## src/rtl/alu_issue_wb.sv

```systemverilog
// Operand-fetch / issue / write-back stage around an 8-bit combinational ALU.
// Optional macro ALU_CMP_NOWB_EN: compare opcode updates zero_flag only, no register write.
module alu_issue_wb #(
    parameter int unsigned    DATA_W = 8,
    parameter int unsigned    RA_W   = 3,
    parameter int unsigned    OP_W   = 4,
    parameter logic [OP_W-1:0] CMP_OP = 4'b1001
) (
    input  logic              clk,
    input  logic              rst_n,
    input  logic              instr_valid,
    output logic              instr_ready,
    input  logic [15:0]       instr,
    output logic [OP_W-1:0]   alu_opcode,
    output logic [DATA_W-1:0] alu_a,
    output logic [DATA_W-1:0] alu_b,
    input  logic [DATA_W-1:0] alu_result,
    input  logic              alu_zero,
    input  logic              rf_wr_en,
    input  logic [RA_W-1:0]   rf_wr_addr,
    input  logic [DATA_W-1:0] rf_wr_data,
    input  logic [RA_W-1:0]   dbg_addr,
    output logic [DATA_W-1:0] dbg_data,
    output logic              zero_flag,
    output logic              done,
    output logic              busy
);

    localparam int unsigned NREG = 2 ** RA_W;

    typedef enum logic [1:0] {
        IDLE = 2'd0,
        EXEC = 2'd1,
        DONE = 2'd2
    } state_t;

    state_t state, state_nxt;

    logic [DATA_W-1:0] rf [NREG];
    logic [RA_W-1:0]   rd_q;

    logic [OP_W-1:0]   op_f;
    logic [RA_W-1:0]   rd_f, rs1_f, rs2_f;
    logic [DATA_W-1:0] rs1_val, rs2_val;
    logic              accept_c, host_wr_c, wb_en_c, nowb_c;
    logic              unused_instr;

    assign op_f  = instr[15:12];
    assign rd_f  = instr[11:9];
    assign rs1_f = instr[8:6];
    assign rs2_f = instr[5:3];
    assign unused_instr = ^instr[2:0];

    // r0 is hardwired to zero on every read port
    assign rs1_val  = (rs1_f == '0)    ? '0 : rf[rs1_f];
    assign rs2_val  = (rs2_f == '0)    ? '0 : rf[rs2_f];
    assign dbg_data = (dbg_addr == '0) ? '0 : rf[dbg_addr];

`ifdef ALU_CMP_NOWB_EN
    assign nowb_c = (alu_opcode == CMP_OP);
`else
    logic unused_cmp;
    assign unused_cmp = (alu_opcode == CMP_OP);
    assign nowb_c     = 1'b0;
`endif

    assign instr_ready = (state == IDLE);
    assign busy        = (state != IDLE);
    assign accept_c    = (state == IDLE) && instr_valid;
    assign host_wr_c   = (state == IDLE) && !instr_valid && rf_wr_en && (rf_wr_addr != '0);
    assign wb_en_c     = (state == EXEC) && (rd_q != '0) && !nowb_c;

    // State register
    always_ff @(posedge clk or negedge rst_n) begin
        if (!rst_n) begin
            state <= IDLE;
        end else begin
            state <= state_nxt;
        end
    end

    // Next-state logic
    always_comb begin
        state_nxt = state;
        case (state)
            IDLE:    if (instr_valid) state_nxt = EXEC;
            EXEC:    state_nxt = DONE;
            DONE:    state_nxt = IDLE;
            default: state_nxt = IDLE;
        endcase
    end

    // Issue registers: opcode/operands to the ALU, destination, completion status
    always_ff @(posedge clk or negedge rst_n) begin
        if (!rst_n) begin
            alu_opcode <= '0;
            alu_a      <= '0;
            alu_b      <= '0;
            rd_q       <= '0;
            zero_flag  <= 1'b0;
            done       <= 1'b0;
        end else begin
            done <= (state == EXEC);
            if (accept_c) begin
                alu_opcode <= op_f;
                alu_a      <= rs1_val;
                alu_b      <= rs2_val;
                rd_q       <= rd_f;
            end
            if (state == EXEC) begin
                zero_flag <= alu_zero;
            end
        end
    end

    // Register file: write-back (EXEC only) and host preload (IDLE only) never collide
    always_ff @(posedge clk or negedge rst_n) begin
        if (!rst_n) begin
            for (int i = 0; i < NREG; i++) begin
                rf[i] <= '0;
            end
        end else if (wb_en_c) begin
            rf[rd_q] <= alu_result;
        end else if (host_wr_c) begin
            rf[rf_wr_addr] <= rf_wr_data;
        end
    end

endmodule

```

## config.mk

```make
export PLATFORM = sky130hd
export DESIGN_NAME = alu_issue_wb
export DESIGN_NICKNAME = d
export VERILOG_FILES = /design/src/rtl/alu_issue_wb.sv
export SDC_FILE = /design/constraint.sdc
export NUM_CORES = 1
export LEC_CHECK = 0
export ABC_AREA = 0
export ABC_CLOCK_PERIOD_IN_PS = 2500
export BUFFER_PORTS_ARGS = -buffer_cell sky130_fd_sc_hd__buf_2
export CORE_MARGIN = 10
export CORE_UTILIZATION = 55
export CTS_CLUSTER_DIAMETER = 150
export DETAILED_ROUTE_END_ITERATION = 8
export PLACE_DENSITY = 0.77
export SYNTH_ARGS = -nofsm -noshare
export SYNTH_HDL_FRONTEND = slang
export SYNTH_SLANG_ARGS = --single-unit
```

## constraint.sdc

```tcl
create_clock -name clk -period 2.5 [get_ports clk]
set_input_delay 0.25 -clock clk [delete_from_list [all_inputs] [get_ports clk]]
set_output_delay 0.25 -clock clk [all_outputs]
set_load 0.005 [all_outputs]
```

==> metrics <==
critical path arrival=~1.9 ns; crit path launch type=primary input; WL per Instance=between 20 and 25 um; Total GRT Usage=0.2223; DPL Wire Length=about 12 mm; Primary FF master, synth=dfrtp_1; die footprint=14720 um^2; WL final=about 16 mm; design area=around 6200 um^2; Final Power=roughly 5.7 mW; Placed Area=roughly 6000 um^2; hold endpoint=zero_flag; post-CTS setup buffers=0; Routability Congestion=roughly 0.9; max_cap viols=0; Die Width=between 100 and 150 um; RSZ-0062 raised after global routing=false; crit-path cells=buf_2 > a21oi_1 > a221oi_1 > buf_2; flop-to-flop setup slack=0.35 ns; CTS Buf Count=9; f_max=463.0 MHz; Tmin final=~2.2 ns; Post-DRT Antenna Nets=0; synth warn=0; H-tree depth=3; clock sinks=around 90; commonest cells after routing, fill and taps aside=dfrtp_1 (91), buf_2 (70), nor2_1 (45), a21oi_1 (41), nand2_1 (40); vias in the first global route=4974; Max Buffers Root-to-Sink=2; core area=9910 um^2; first-pass GRT wire length=26.45 mm; final worst path period share=0.8640; met2 usage=0.3474; Final Util=0.6278; VDD IR max=0.3707 mV; n_diodes=0; drc violations=0; cts hold-fix bufs=1; initial antenna violation count=0; ys async rst share=1.000; I/O pin cnt=75; Die Ht=about 120 um; M3 GR Usage=0.05305; #FFs+latches synth=91; clock share of power=0.203; synthesized area per cell=10.29 um^2; Area Overhead vs Synth=10.12%; Crit Path Class=in -> out; Slew Limit Headroom=0.4509; Seq/Total Area, Yosys=0.4031; switching power=roughly 2.1 mW; Int Pwr=3.523 mW; CTS tree=yes; DRT Pass-1 Iters=5; Total Nets Final=630; hold path start=alu_zero; Hold WC Path Type=in -> reg; cts repair resizes=0; final setup fails=0; count of cell types in the netlist=47; First DRT Iteration DRCs=approximately 540; Comb power frac=0.336; r2r endpoint=rf[52]; Sequential Power Share=0.460; most common cell after layout, fill and taps aside=dfrtp_1; Reg-to-Reg Start=state[1]; Starting Density=0.5701; slowest CP cell=a221oi_1; Reg2Reg Depth=4; root buf cell=clkbuf_8; switching share of total power=0.3775; largest net degree at the start of global routing=50; synthesized area=5649 um^2; most used cell, CP=buf_2; status=finished, final reports clean; max-slew violation count=0; remaining global-route overflow=0; GR peak layer=met2; Sum Neg Setup Slack=0 ns; vias after detailed routing=roughly 4900; final hold violation count=0; Crit. End Element=output pin; Post-synth EDFFs=0; hold path cells=3; crit path max fanout=26; vias per cell=around 6.7; share of cells above drive strength 1=0.2889; largest stage delay on the critical path=approximately 0.54 ns; Slew @ Worst Pin=0.8236 ns; syn_nets=592; met1 Use GR=0.2945; Power per Cell Area=between 900 and 1000 nW/um^2; Synth Instances=about 550; CP required=around 2.3 ns; clk_skew=about 0.011 ns; worst skew pair latency=about 0.37 ns; row cnt=36; Buffers on Ports=just over 70; LEAKAGE=about 2.7 nW; CTS clk-pin slew, worst paths=approximately 0.10 ns
[Yosys cell counts, types with 6 or more instances]
master | instances | area share
a21oi_1 | 41 | 0.036
a221oi_1 | 30 | 0.047
a22oi_1 | 26 | 0.035
a32oi_1 | 6 | 0.0093
and2_1 | 10 | 0.011
and3_1 | 6 | 0.0066
buf_2 | 15 | 0.013
clkbuf_1 | 28 | 0.019
dfrtp_1 | 91 | 0.40
inv_1 | 14 | 0.0093
mux2_2 | 35 | 0.070
mux2i_1 | 14 | 0.025
mux4_2 | 24 | 0.096
nand2_1 | 40 | 0.027
nor2_1 | 45 | 0.030
nor2b_1 | 29 | 0.032
o21ai_0 | 26 | 0.023
o31ai_1 | 14 | 0.019
[final cells by class]
class | instances | area, um^2
fill | 819 | 3689
clock buffer | 9 | 123.9
clock inverter | 7 | 96.34
tap | 133 | 166.4
timing repair buffer | 80 | 440.4
sequential | 91 | 2277
multi-input combinational | 390 | 3060
inverter | 15 | 56.30
[per-stage QoR]
stage	hold WS [ns]	setup slack, ns	cells
3_5_place_dp	0.3201	0.3470	708
6_report	0.07362	0.3401	725
5_1_grt	0.08063	0.2309	725
4_1_cts	0.06482	0.3262	725
2_1_floorplan	-0.04559	0.6128	549
3_3_place_gp	0.3119	0.4304	708
[routing by layer]
layer  share of wire  wire [um]
met3            0.11       1789
met1            0.41       6719
met2            0.46       7472
met5               0          0
met4           0.014        223
[flip-flops by register name, summed over array words and instances, names as in the netlist]
name,count
done,1
rf,64
alu_b,8
alu_opcode,4
rd_q,3
state,2
zero_flag,1
alu_a,8
[power groups by stage]
stage / logic, mW / clock network [mW] / registers, mW
2_1_floorplan: 1.42 / 0 / 2.35
3_3_place_gp: 1.82 / 0 / 2.52
3_5_place_dp: 1.89 / 0 / 2.59
4_1_cts: 1.90 / 1.17 / 2.56
5_1_grt: 2.12 / 1.23 / 2.66
6_report: 1.90 / 1.15 / 2.61
[worst max-delay path, delay by kind of cell]
| kind | cells | cell delay [ns] |
|---|---|---|
| compound gates | 2 | 0.95 |
| buf+inv | 2 | 0.71 |
[worst max-delay path by stage]
stage | start | endpoint | slack [ns] | cells past startpoint
after floorplan | state[1] | rf[48] | 0.61 | 5
after global placement | state[1] | rf[48] | 0.43 | 4
after detailed placement | state[1] | rf[50] | 0.35 | 4
after CTS | state[1] | rf[50] | 0.33 | 4
after global routing | state[1] | rf[52] | 0.23 | 4
final | dbg_addr[1] | dbg_data[7] | 0.34 | 4
[cell families after synthesis]
group | synth area share
flip-flops | 0.4031
AO/OA/AOI/OAI | 0.2124
multiplexers | 0.1929
AND/OR/NAND/NOR | 0.1364
buffers and inverters | 0.05515
Note: power is estimated with default switching activity, not from simulation.
